**src/rtl/xif_result_buffer.sv**
```systemverilog
// xif_result_buffer
// -----------------
// In-order result buffer that sits between the FPU execution pipeline and the
// CORE-V-XIF result channel. Completed FPU results are queued in a small
// circular FIFO. A per-ID scoreboard records commit/kill information from the
// XIF commit channel. Only the head entry is examined:
//   - not yet committed      -> held (head-of-line blocking)
//   - committed, not killed  -> presented on the result handshake
//   - committed and killed   -> discarded silently, drop_pulse asserted
//
// Ports
//   clk, rst                 clock, synchronous active-high reset
//   fpu_*                    result capture interface (valid/ready)
//   commit_*                 XIF commit strobe, ID and kill flag
//   result_*                 XIF result channel (valid/ready + payload)
//   drop_pulse               high during the cycle a killed head is discarded
//   count                    current FIFO occupancy
module xif_result_buffer #(
    parameter int XLEN        = 32,
    parameter int X_ID_WIDTH  = 4,
    parameter int X_RFW_WIDTH = 32,
    parameter int DEPTH       = 4
) (
    input  logic                          clk,
    input  logic                          rst,
    input  logic                          fpu_valid,
    output logic                          fpu_ready,
    input  logic [X_ID_WIDTH-1:0]         fpu_id,
    input  logic [X_RFW_WIDTH-1:0]        fpu_data,
    input  logic [4:0]                    fpu_rd,
    input  logic [X_RFW_WIDTH/XLEN-1:0]   fpu_we,
    input  logic                          fpu_fs_dirty,
    input  logic                          fpu_exc,
    input  logic [5:0]                    fpu_exccode,
    input  logic                          commit_valid,
    input  logic [X_ID_WIDTH-1:0]         commit_id,
    input  logic                          commit_kill,
    output logic                          result_valid,
    input  logic                          result_ready,
    output logic [X_ID_WIDTH-1:0]         result_id,
    output logic [X_RFW_WIDTH-1:0]        result_data,
    output logic [4:0]                    result_rd,
    output logic [X_RFW_WIDTH/XLEN-1:0]   result_we,
    output logic [5:0]                    result_ecsdata,
    output logic [2:0]                    result_ecswe,
    output logic                          result_exc,
    output logic [5:0]                    result_exccode,
    output logic                          result_err,
    output logic                          result_dbg,
    output logic                          drop_pulse,
    output logic [$clog2(DEPTH):0]        count
);

    localparam int PW   = $clog2(DEPTH);
    localparam int CW   = PW + 1;
    localparam int NID  = 2 ** X_ID_WIDTH;
    localparam int WE_W = X_RFW_WIDTH / XLEN;

    // FIFO storage, one register set per entry
    logic [X_ID_WIDTH-1:0]  id_q      [DEPTH];
    logic [X_RFW_WIDTH-1:0] data_q    [DEPTH];
    logic [4:0]             rd_q      [DEPTH];
    logic [WE_W-1:0]        we_q      [DEPTH];
    logic                   fsd_q     [DEPTH];
    logic                   exc_q     [DEPTH];
    logic [5:0]             exccode_q [DEPTH];

    logic [PW-1:0] wr_ptr_q, wr_ptr_d;
    logic [PW-1:0] rd_ptr_q, rd_ptr_d;
    logic [CW-1:0] count_q, count_d;

    logic [NID-1:0] cmt_q, cmt_d;
    logic [NID-1:0] kil_q, kil_d;

    logic                  push;
    logic                  pop;
    logic                  not_empty;
    logic [X_ID_WIDTH-1:0] head_id;
    logic                  head_cmt;
    logic                  head_kil;

    assign fpu_ready = (count_q != CW'(DEPTH));
    assign push      = fpu_valid && fpu_ready;
    assign not_empty = (count_q != '0);
    assign head_id   = id_q[rd_ptr_q];
    assign head_cmt  = cmt_q[head_id];
    assign head_kil  = kil_q[head_id];

    // Head decision uses registered scoreboard only, so a commit for the head
    // becomes visible one cycle after the strobe.
    assign result_valid = not_empty && head_cmt && !head_kil;
    assign drop_pulse   = not_empty && head_cmt && head_kil;
    assign pop          = (result_valid && result_ready) || drop_pulse;

    // Payload always reflects the head entry; storage is cleared on reset so
    // the fields read zero until the first push.
    assign result_id      = head_id;
    assign result_data    = data_q[rd_ptr_q];
    assign result_rd      = rd_q[rd_ptr_q];
    assign result_we      = we_q[rd_ptr_q];
    assign result_exc     = exc_q[rd_ptr_q];
    assign result_exccode = exccode_q[rd_ptr_q];
    assign result_ecswe   = {1'b0, fsd_q[rd_ptr_q], 1'b0};
    assign result_ecsdata = fsd_q[rd_ptr_q] ? 6'b00_11_00 : 6'b00_00_00;
    assign result_err     = 1'b0;
    assign result_dbg     = 1'b0;
    assign count          = count_q;

    // Pointers wrap naturally because DEPTH is a power of two.
    always_comb begin
        wr_ptr_d = wr_ptr_q;
        rd_ptr_d = rd_ptr_q;
        count_d  = count_q;
        if (push) begin
            wr_ptr_d = wr_ptr_q + PW'(1);
        end
        if (pop) begin
            rd_ptr_d = rd_ptr_q + PW'(1);
        end
        case ({push, pop})
            2'b10:   count_d = count_q + CW'(1);
            2'b01:   count_d = count_q - CW'(1);
            default: count_d = count_q;
        endcase
    end

    // Pop clears the head's bits first; a commit for the same ID in the same
    // cycle is applied afterwards so a reused ID keeps its new commit.
    always_comb begin
        cmt_d = cmt_q;
        kil_d = kil_q;
        if (pop) begin
            cmt_d[head_id] = 1'b0;
            kil_d[head_id] = 1'b0;
        end
        if (commit_valid) begin
            cmt_d[commit_id] = 1'b1;
            kil_d[commit_id] = commit_kill;
        end
    end

    always_ff @(posedge clk) begin
        if (rst) begin
            wr_ptr_q <= '0;
            rd_ptr_q <= '0;
            count_q  <= '0;
            cmt_q    <= '0;
            kil_q    <= '0;
        end else begin
            wr_ptr_q <= wr_ptr_d;
            rd_ptr_q <= rd_ptr_d;
            count_q  <= count_d;
            cmt_q    <= cmt_d;
            kil_q    <= kil_d;
        end
    end

    genvar gi;
    generate
        for (gi = 0; gi < DEPTH; gi++) begin : g_entry
            always_ff @(posedge clk) begin
                if (rst) begin
                    id_q[gi]      <= '0;
                    data_q[gi]    <= '0;
                    rd_q[gi]      <= '0;
                    we_q[gi]      <= '0;
                    fsd_q[gi]     <= 1'b0;
                    exc_q[gi]     <= 1'b0;
                    exccode_q[gi] <= '0;
                end else if (push && (wr_ptr_q == PW'(gi))) begin
                    id_q[gi]      <= fpu_id;
                    data_q[gi]    <= fpu_data;
                    rd_q[gi]      <= fpu_rd;
                    we_q[gi]      <= fpu_we;
                    fsd_q[gi]     <= fpu_fs_dirty;
                    exc_q[gi]     <= fpu_exc;
                    exccode_q[gi] <= fpu_exccode;
                end
            end
        end
    endgenerate

endmodule
```
**config.mk**
```make
export PLATFORM = sky130hd
export DESIGN_NAME = xif_result_buffer
export DESIGN_NICKNAME = d
export VERILOG_FILES = /design/src/rtl/xif_result_buffer.sv
export SDC_FILE = /design/constraint.sdc
export NUM_CORES = 1
export LEC_CHECK = 0
export CORE_MARGIN = 1
export CORE_UTILIZATION = 50
export CTS_BUF_LIST = sky130_fd_sc_hd__clkbuf_4 sky130_fd_sc_hd__clkbuf_8 sky130_fd_sc_hd__clkbuf_16
export DETAILED_ROUTE_END_ITERATION = 8
export PLACE_DENSITY = 0.77
export SYNTH_ARGS = -nofsm -noshare
export SYNTH_HDL_FRONTEND = slang
export SYNTH_SLANG_ARGS = --single-unit
export TNS_END_PERCENT = 10
```
**constraint.sdc**
```tcl
create_clock -name clk -period 4.5 [get_ports clk]
set_clock_uncertainty 0.15 [all_clocks]
set_input_delay 0.675 -clock clk [delete_from_list [all_inputs] [get_ports clk]]
set_output_delay 0.675 -clock clk [all_outputs]
set_load 0.01 [all_outputs]
```
# Word-level counts from Yosys, hierarchy flattened
# Memories as Yosys holds them, arrays and structs flattened. A register that Yosys moved wholly into a read port is not among the register bits.
# Cells that the tools add are included.
[word_totals]
reg_bits = 39
ram_bits = 200
out_inout_bits = 66
word_cells = 145
mem_count = 7
[mem_list]
columns = ["memory", "words", "width", "read_ports", "rd_clocked_by_memory_dff", "wr", "line_no", "text"]
rows = [
  ["data_q", 4, 32, 1, 1, 4, "61", "logic [X_RFW_WIDTH-1:0] data_q [DEPTH];"],
  ["exccode_q", 4, 6, 1, 1, 4, "66", "logic [5:0] exccode_q [DEPTH];"],
  ["rd_q", 4, 5, 1, 1, 4, "62", "logic [4:0] rd_q [DEPTH];"],
  ["id_q", 4, 4, 1, 1, 4, "60", "logic [X_ID_WIDTH-1:0] id_q [DEPTH];"],
  ["exc_q", 4, 1, 1, 1, 4, "65", "logic exc_q [DEPTH];"],
  ["fsd_q", 4, 1, 1, 1, 4, "64", "logic fsd_q [DEPTH];"],
  ["+1 memories", "n/a", "n/a", "n/a", "n/a", "n/a", "n/a", ""],
]
[classes]
n_addsub = 4
magnitude_cmp = 4
n_eq_ne = 6
n_mux = 71
bitwise_logic = 32
reduce_logical = 16
[ops]
columns = ["operator", "count"]
rows = [
  ["32-bit two-way mux", 4],
  ["16-bit two-way mux", 4],
  ["16-bit AND", 2],
  ["1-bit two-way mux", 30],
  ["2-bit two-way mux", 14],
  ["1-bit OR", 28],
  ["6-bit two-way mux", 4],
  ["4-bit two-way mux", 5],
  ["5-bit two-way mux", 4],
  ["16-bit bitwise mux", 1],
  ["16-bit inverter", 1],
  ["16-bit OR", 1],
  ["1-bit logical AND", 11],
  ["4-bit by 5-bit < comparator with 1-bit output (second input constant)", 2],
  ["1-bit binary-select mux with 4-bit select", 2],
  ["1-bit demux with 4-bit select", 2],
  ["4-bit by 1-bit greater-or-equal comparator with 1-bit output (second input constant)", 2],
  ["2-bit equality test (second input constant)", 3],
  ["3-bit one-hot mux with 2 select lines", 1],
  ["2-bit by 1-bit adder with 2-bit output (second input constant)", 2],
  ["2-bit by 1-bit equality test with 1-bit output (second input constant)", 2],
  ["3-bit by 1-bit adder with 3-bit output (second input constant)", 1],
  ["3-bit inequality test (second input constant)", 1],
  ["3-bit nonzero test", 1],
  ["other kinds (5)", 5],
]

# Longest topological paths before layout
# Gate-level depths: netlist of the first run.
[logic_depth]
depth_word = 9
mapped_depth = 15
ltp_nobuf = 12

# Worst setup path before layout of the first run
# OpenSTA, ideal clock, no wires.
[synth_path]
kind = "register -> register"
from = "register with a tool-made name"
to = "register count_q[2] (netlist: count[2])"
arrival_ps = 3052
required_time_ps = 4279
slack_ps = 1227
path_stages_with_launch = 16
n_path_buf = 3
period_less_slack_ps = 3273
cell_sequence = "dfxtp_1 > buf_6 > mux4_2 > buf_6 > buf_8 > mux2i_1 > a22oi_1 > a21oi_2 > nor2_4 > o21ai_2 > inv_1 > ha_1 > fa_1 > xnor2_1 > or3_1 > a21oi_1"
[synth_rtl]
columns = ["element", "line_no", "text"]
rows = [
  ["to (signal assigned)", "152", "count_q <= count_d;"],
  ["to (decl)", "70", "logic [CW-1:0] count_q, count_d;"],
]

==> flow_metrics.py, run 1 <==
metrics = {
    "hold_path": {
        "hp-class": "flip-flop to flip-flop",
        "hold_end": "cmt_q[13]$_SDFF_PP0_",
        "hold_start": "cmt_q[13]$_SDFF_PP0_",
        "min_path_cells": 2,
    },
    "drt": {
        "first_pass_iters": 5,
        "routedWlPerCell_um": 20.7,
        "drt_iter0_drc": 490,
        "totalWireLength_mm": 23.7,
        "ant_nets": 0,
        "drc": 0,
        "num_vias": 6701,
        "viasPerCell": 5.86,
    },
    "critical_path": {
        "crit_fanout": 16,
        "critPathArrivalTime_ns": 3.37,
        "worstPathRequired_ns": 3.67,
        "startpoint_type": "flip-flop",
        "crit_type": "flip-flop to output port",
        "rr_endpoint": "count[2]$_SDFFE_PP0P_",
        "path_cells": "mux4_2 -> mux2i_1 -> mux2_1 -> a2bb2oi_2 -> a21oi_1 -> nor2b_1 -> clkdlybuf4s50_1",
        "r2r_slack_ns": 0.84,
        "end_kind": "output port",
        "cpPeakStageDelay_ns": 0.78,
        "worst-r2r-cell-count": 12,
        "cp_slowest_cell": "mux4_2",
    },
    "final_layout": {
        "final_cell_mix": "217 x and3_1, 200 x edfxtp_1, 117 x clkdlybuf4s50_1",
        "utilization": 0.617,
        "antennaDiodeCount": 0,
        "multi_input_area_sq_mm": 0.00374,
        "drive_gt1_frac": 0.143,
        "final_common_cell": "and3_1",
        "seqCellArea_sq_mm": 0.00683,
        "nNetsFinal": 917,
        "fin_area_sq_mm": 0.0131,
        "area_delta_synth_final_pct": 20.2,
        "fillerInstances": 1611,
    },
    "clocking": {
        "h-tree-depth": 1,
        "cts_setup_buffers": 0,
        "clock_path_buffers": 3,
        "path_clk_slew_ns": 0.06,
        "ctsResizeCount": 0,
        "postCtsHoldBufs": 0,
        "clk_latency_ns": 0.52,
        "tritoncts": "built",
        "cts_root_buf": "clkbuf_16",
        "cts_buffers": 25,
        "clkSinkCount": 241,
    },
    "global_route": {
        "grt_pass1_vias": 6651,
        "antenna_found_initial": 1,
        "grt-ovfl-total": 0,
        "grt_pass1_wl_mm": 37.0,
        "grt.total_usage": 0.217,
        "grt_max_degree": 93,
    },
    "synth": {
        "synthCells": 763,
        "avgSynthCellArea_sq_um": 14.3,
        "synth_top_area_cell": "edfxtp_1",
        "synth_top_area_share": 0.551,
        "syn_area_sq_mm": 0.0109,
        "synth_warnings": 0,
        "synth-seq-cells": 241,
        "ys_top_cells_by_area": "edfxtp_1 55%, and3_1 12%, mux4_2 10%, dfxtp_1 7.5%, clkbuf_1 1.9%",
        "synth_enable_flop_cells": 200,
        "synth_flop_cell": "edfxtp_1",
        "ys_async_sr_fraction": 0,
        "yosysUniqueCellTypes": 44,
        "synth_seq_area_share": 0.627,
    },
    "sta": {
        "relSlewSlack": 0.515,
        "fin_crit_sh": 0.931,
        "worst_pin_slew_ns": 0.726,
        "hold_violations": 0,
        "setup_viol": 0,
        "rsz0062_at_grt": "no",
        "setup_ws_ns": 0.310,
        "fmax_mhz": 239,
        "period_needed_ns": 4.19,
        "fin_tns_setup_ns": 0,
        "drv_slew": 0,
    },
    "status": {
        "status": "finished, final reports clean",
    },
    "placement": {
        "place_hpwl_mm": 14.0,
        "place_area_sq_mm": 0.0123,
        "place_ws_ns": 0.815,
        "gp_congestion": 0.807,
        "port_buffers": 117,
    },
    "floorplan": {
        "start_util": 0.513,
        "core_sq_mm": 0.0212,
        "io_pins": 126,
        "dieArea_sq_mm": 0.0224,
        "die_h_um": 150,
        "fp-row-count": 53,
        "die_w_um": 150,
    },
    "power_and_ir_drop": {
        "pwr_density_cell_mw_per_mm2": 398,
        "power_leakage_nw": 5.36,
        "irDropWorstVdd_uv": 265,
    },
    "flow_run": {
        "drv_cap": 0,
    },
}
-- cells by family (layout without fill, tap and decap cells) --
kind of cell | after synthesis | count (layout) | synth area share
AO/OA/AOI/OAI | 52 | 52 | 0.0325
XOR/XNOR | 3 | 3 | 0.00241
adder cells (fa/ha/maj) | 6 | 6 | 0.00758
buffers and inverters | 82 | 181 | 0.0346
flip-flops | 241 | 241 | 0.627
multiplexers | 74 | 74 | 0.126
other | 1 | 8 | 0.000344
AND/OR/NAND/NOR | 304 | 304 | 0.170
-- registers in the layout, indices dropped and copies added, names as in the netlist, named ones only --
name,flops
data_q,128
kil_q,16
fsd_q,4
id_q,16
wr_ptr_q,2
count,3
we_q,4
cmt_q,16
rd_q,20
rd_ptr_q,2
exccode_q,24
exc_q,4
-- area by class of cell --
type,count,share of cell area
flip-flops and latches,241,0.522
multi-input cells,447,0.286
clock inverters,15,0.0113
clock buffers,30,0.0506
inverters,5,0.00143
well taps,275,0.0263
repair buffers,131,0.103
-- routing by layer --
metal	track usage	part of all wire	vias up
met5	0	0	-
met4	0.0597	0.021	0
met3	0.0314	0.050	31
met2	0.366	0.51	186
met1	0.293	0.42	3365
li1	-	-	3119
-- critical path: cells and delay by family (launching register included) --
| family | cells | cell delay (ns) |
|---|---|---|
| and+or+nand+nor | 1 | 0.15 |
| DFF | 1 | 0.49 |
| muxes | 3 | 1.29 |
| buffers and inverters | 1 | 0.54 |
| AOI/OAI and AO/OA | 2 | 0.36 |
-- where the power goes --
group          internal, W  total, W  switching, W
clock              0.00122   0.00203      0.000813
sequential         0.00256   0.00260     0.0000391
combinational     0.000270  0.000590      0.000320
-- worst max-delay path by stage --
| stage | start | to | slack [ns] | cells past startpoint |
|---|---|---|---|---|
| global placement | flip-flop | result_valid | 0.83 | 7 |
| floorplan | flip-flop | count[2]$_SDFFE_PP0P_ | 1.23 | 15 |
| detailed placement | flip-flop | result_valid | 0.82 | 7 |
| CTS | flip-flop | result_valid | 0.26 | 7 |
| finish | flip-flop | result_valid | 0.31 | 7 |
| global route | flip-flop | result_valid | 0.13 | 7 |
-- per-stage QoR --
stage | std cells | hold WS (ns) | power, W
6_report | 1144 | 0.335 | 0.00522
5_1_grt | 1144 | 0.352 | 0.00539
4_1_cts | 1144 | 0.337 | 0.00526
3_5_place_dp | 1099 | 0.326 | 0.00324
3_3_place_gp | 1099 | 0.319 | 0.00323
2_1_floorplan | 770 | 0.299 | 0.00295
-- synthesized netlist by cell type (all sizes together) (2+ instances only) --
master	count
a21o	4
a21oi	7
a22oi	5
and2	3
and3	217
buf	22
clkbuf	55
dfxtp	41
edfxtp	200
ha	5
inv	5
mux2	4
mux2i	20
mux4	50
nand2	19
nand2b	17
nand3	4
nand3b	16
nor2	15
nor2b	9
o21ai	2
o22ai	32
xnor2	2
Power figures use the tool's default switching activity.
==> run 2, diff against run 1 <==
--- a/config.mk
+++ b/config.mk
@@ -9,7 +9,8 @@
 export CORE_UTILIZATION = 50
 export CTS_BUF_LIST = sky130_fd_sc_hd__clkbuf_4 sky130_fd_sc_hd__clkbuf_8 sky130_fd_sc_hd__clkbuf_16
 export DETAILED_ROUTE_END_ITERATION = 8
-export PLACE_DENSITY = 0.77
+export PLACE_DENSITY_LB_ADDON = 0.12
+export SKIP_LAST_GASP = 1
 export SYNTH_ARGS = -nofsm -noshare
 export SYNTH_HDL_FRONTEND = slang
 export SYNTH_SLANG_ARGS = --single-unit
==> flow_metrics.py, run 2 (synthesis gave the netlist of run 1 again) <==
metrics = {
    "critical_path": {
        "cpPeakStageDelay_ns": 0.68,
        "r2r_slack_ns": 0.77,
        "crit_family": "buffers and inverters",
        "end_kind": "output port",
        "cp_slowest_cell": "mux4_2",
        "critPathArrivalTime_ns": 3.33,
        "crit_fanout": 29,
        "crit_type": "flip-flop to output port",
        "path_buf_inv": 2,
        "startpoint_type": "flip-flop",
        "worstPathRequired_ns": 3.67,
        "path_cells": "buf_4 -> mux4_2 -> nor2_1 -> a22oi_1 -> a21oi_1 -> and2_1 -> clkdlybuf4s50_1",
    },
    "clocking": {
        "ctsResizeCount": 0,
        "clk_latency_ns": 0.54,
        "path_clk_slew_ns": 0.06,
        "cts_root_buf": "clkbuf_16",
        "cts_buffers": 26,
        "clkSinkCount": 241,
        "tritoncts": "built",
        "postCtsHoldBufs": 0,
        "clock_path_buffers": 3,
        "h-tree-depth": 1,
        "cts_setup_buffers": 0,
    },
    "global_route": {
        "grt_use_met2": 0.402,
        "grt_pass1_vias": 7242,
        "grt-ovfl-total": 0,
        "grt_pass1_wl_mm": 39.2,
        "top_usage_layer": "met2",
        "grt_use_met1": 0.291,
        "grt_max_degree": 133,
        "antenna_found_initial": 0,
        "use_met3": 0.0445,
        "grt.total_usage": 0.230,
    },
    "drt": {
        "viasPerCell": 5.95,
        "first_pass_iters": 4,
        "ant_nets": 0,
        "drc": 0,
        "num_vias": 6834,
        "drt_iter0_drc": 489,
        "routedWlPerCell_um": 21.7,
        "totalWireLength_mm": 24.9,
    },
    "placement": {
        "port_buffers": 117,
        "gp_congestion": 0.844,
        "place_ws_ns": 0.733,
        "place_area_sq_mm": 0.0123,
        "dp_cells": 1102,
        "place_hpwl_mm": 14.6,
    },
    "floorplan": {
        "fp-row-count": 53,
        "dieArea_sq_mm": 0.0224,
        "start_util": 0.513,
        "core_sq_mm": 0.0212,
        "die_w_um": 150,
        "die_h_um": 150,
        "io_pins": 126,
    },
    "final_layout": {
        "final_cell_mix": "217 x and3_1, 200 x edfxtp_1, 117 x clkdlybuf4s50_1",
        "antennaDiodeCount": 0,
        "top_register": "data_q",
        "final_common_cell": "and3_1",
        "instances_no_fill": 1149,
        "area_delta_synth_final_pct": 20.0,
        "nNetsFinal": 921,
        "top_regs": "data_q: 128 flops, exccode_q: 24 flops, rd_q: 20 flops",
        "largest_reg_flops": 128,
        "drive_gt1_frac": 0.149,
        "fin_area_sq_mm": 0.0131,
    },
    "sta": {
        "drv_slew": 0,
        "period_needed_ns": 4.15,
        "fmax_mhz": 241,
        "relSlewSlack": 0.325,
        "setup_ws_ns": 0.347,
        "fin_crit_sh": 0.923,
        "setup_viol": 0,
        "worst_pin_slew_ns": 1.01,
        "fin_tns_setup_ns": 0,
        "rsz0062_at_grt": "no",
        "hold_violations": 0,
    },
    "status": {
        "status": "finished, final reports clean",
    },
    "hold_path": {
        "hp-class": "flip-flop to flip-flop",
    },
    "power_and_ir_drop": {
        "power_leakage_nw": 5.37,
        "total_power_w": 0.00518,
        "irDropWorstVdd_uv": 279,
        "pwr_density_cell_mw_per_mm2": 396,
    },
    "flow_run": {
        "drv_cap": 0,
    },
}
-- run 2: routing by layer --
layer,part of all wire,up-vias
li1,-,3124
met1,0.41,3481
met2,0.52,204
met3,0.062,25
met4,0.015,0
met5,0,-
-- run 2: power by group --
| part | internal, W | switching (W) |
|---|---|---|
| sequential | 0.00256 | 0.0000392 |
| clock | 0.00116 | 0.000828 |
| combinational | 0.000266 | 0.000327 |
| total | 0.00399 | 0.00119 |
-- run 2: worst min-delay path, stage by stage (launching register included) --
cell and delay (ns):
dfxtp_1 0.31, nand2b_1 0.07, o22ai_1 0.06
-- run 2: through the flow --
step,hold WS [ns],util
6_report,0.332,0.616
4_1_cts,0.330,0.616
2_1_floorplan,0.299,-
5_1_grt,0.355,0.616
3_3_place_gp,0.314,0.578
3_5_place_dp,0.318,0.578
-- run 2: area by class of cell --
class,instances,area [sq um]
multi-input cells,447,3740
fillers,1616,8150
inverters,5,18.8
clock buffers,39,754
well taps,275,344
clock inverters,8,57.6
flip-flops and latches,241,6830
repair buffers,134,1320
-- run 2: final timing paths --
kind,from,end,depth (start not counted)
worst min-delay path,cmt_q[13]$_SDFF_PP0_,cmt_q[13]$_SDFF_PP0_,2
worst min register to register,cmt_q[13]$_SDFF_PP0_,cmt_q[13]$_SDFF_PP0_,2
worst max-delay path,flip-flop,drop_pulse,7
worst max register to register,flip-flop,count[2]$_SDFFE_PP0P_,12
==> variant: new RTL, config.mk and constraints of run 2 <==
Set the parameter `X_ID_WIDTH` to 5 (it was 4).
--- a/src/rtl/xif_result_buffer.sv
+++ b/src/rtl/xif_result_buffer.sv
@@ -18,5 +18,5 @@
 module xif_result_buffer #(
     parameter int XLEN        = 32,
-    parameter int X_ID_WIDTH  = 4,
+    parameter int X_ID_WIDTH  = 5,
     parameter int X_RFW_WIDTH = 32,
     parameter int DEPTH       = 4
Ports: changed (resized commit_id, fpu_id and result_id); port bits go from 126 to 129. No check against the original RTL was run, so the function may have changed too.
==> variant against run 2 <==
  * Sequential cell count rose by 36
  * Cell area rose by 21%
  * Synthesized cell count rose by 37%
  * Worst setup slack got worse by 0.30 ns
  * Register-to-register slack got worse by 0.21 ns
  * Synthesized area rose by 20%
  * Wire length rose by 28%
  * Non-clock buffer count rose by 29
  * Die area rose by 20%
  * Critical path type unchanged
  * Largest cell class unchanged
Power is not compared: it rests on default switching activity, and its combinational part moved more than twofold at a synthesized area within 25%.
==> variant: results (changes against run 2) <==
routing:
  drt_first_pass_iters: 5  # +1
  wirelength_um: 31900  # +28%
  via_per_inst: 5.91  # -0.65%
  drt-initial-drc-count: 845  # +73%
run_status:
  status: "complete, no violations"
min_path:
  hp-start: "kil_q[31]"
synth:
  ys_top_cells_by_count: "and3_1 (205), edfxtp_1 (204), nor2_1 (108)"
  synth_area_leaders: "edfxtp_1 (47%), dfxtp_1 (11%), and3_1 (9.8%)"
  ys_seq_area_frac: 0.579  # -0.0479
  yosysUniqueCellTypes: 58  # +32%
  synth.area.mux_share: 0.119  # -0.00769
  synth_edf_count: 204  # +2.0%
cts:
  clock_latency_ns: 0.56  # +0.02 ns
  cts_root_buf: "clkbuf_16"
  numCtsBuffers: 30  # +15%
global_routing:
  antenna_found_initial: 2  # +2
  grt_usage: 0.239  # +0.00826
  grt_pass1_wl_um: 48800  # +25%
  grt_pass1_vias: 8608  # +19%
  grt_max_degree: 153  # +15%
final_layout:
  drive_gt1_frac: 0.153  # +0.00464
  final_nets: 1212  # +32%
sta:
  tightest_slew_ns: 0.738  # -0.275 ns
placed_design:
  placed_cell_area_um2: 14600  # +19%
  io_buffers: 120  # +2.6%
  gp_congestion: 0.848  # +0.46%
  post-place-ws_ns: 0.296  # -0.438 ns
  place_hpwl_um: 18400  # +26%
  dp.cells: 1430  # +30%
critical_path:
  crit_path_max_fanout: 11  # -62%
  critPathArrivalTime_ns: 3.63  # +0.30 ns
==> variant: changes by cell type after synthesis, moves of 29 or more <==
cell and change:
o41ai_1 +29, nor2_1 +96, inv_1 +30, o22ai_1 -31, a211oi_1 +31, dfxtp_1 +32
==> variant: cell type report <==
class / count / area [um^2]
fillers: 1994 / 9630
flip-flops and latches: 277 / 7590
multi-input cells: 635 / 4970
repair buffers: 163 / 1610
clock buffers: 32 / 766
well taps: 330 / 413
clock inverters: 23 / 348
inverters: 37 / 143
diodes: 2 / 5.00
==> variant: cell families (layout without fill, tap and decap cells) <==
group / count (synthesis) / in the layout
compound gates: 126 / 126
xor+xnor: 3 / 3
fa+ha+maj: 6 / 6
buf+inv: 139 / 255
flops: 277 / 277
mux: 91 / 92
other cells: 1 / 10
simple gates: 400 / 400
==> variant: metal layers <==
layer / routed length (um) / GRT usage / part of all wire
met2: 15100 / 0.383 / 0.47
met5: 0 / 0 / 0
met1: 14300 / 0.337 / 0.45
met4: 499 / 0.0614 / 0.016
met3: 2060 / 0.0422 / 0.064
==> variant: final timing paths <==
check,end,cells past startpoint
hold reg to reg,kil_q[31],2
hold / removal,kil_q[31],2
setup reg to reg,count[2],13
setup / recovery,result_valid,8
==> variant: stage by stage <==
stage / util / power (mW)
after floorplan: - / 4.43
after global placement: 0.572 / 5.16
after detailed placement: 0.572 / 5.17
after CTS: 0.620 / 7.99
after global routing: 0.622 / 8.26
final: 0.622 / 7.98
==> variant: power by group through the flow <==
stage / combinational, mW / sequential, mW / clock, mW
6_report: 2.06 / 3.15 / 2.77
5_1_grt: 2.20 / 3.18 / 2.89
4_1_cts: 2.04 / 3.15 / 2.79
3_5_place_dp: 1.98 / 3.20 / 0
3_3_place_gp: 1.97 / 3.19 / 0
2_1_floorplan: 1.28 / 3.16 / 0
==> variant: critical path: stages, from the launching register on <==
cell and delay [ns]:
edfxtp_1 0.50, mux4_2 0.53, buf_12 0.17, mux2i_1 0.12
mux2_2 0.27, o2bb2ai_1 0.15, or4_4 0.54, nor3b_1 0.22
clkdlybuf4s50_1 0.56
==> variant: repair_timing <==
| action | in CTS | in global routing |
|---|---|---|
| pin swaps | 0 | 0 |
| setup endpoints to repair | 2 | 2 |
| setup buffers | 6 | 5 |
| cloned | 1 | 0 |
| gates resized for setup | 6 | 6 |
| endpoints found under the hold margin | 0 | 0 |
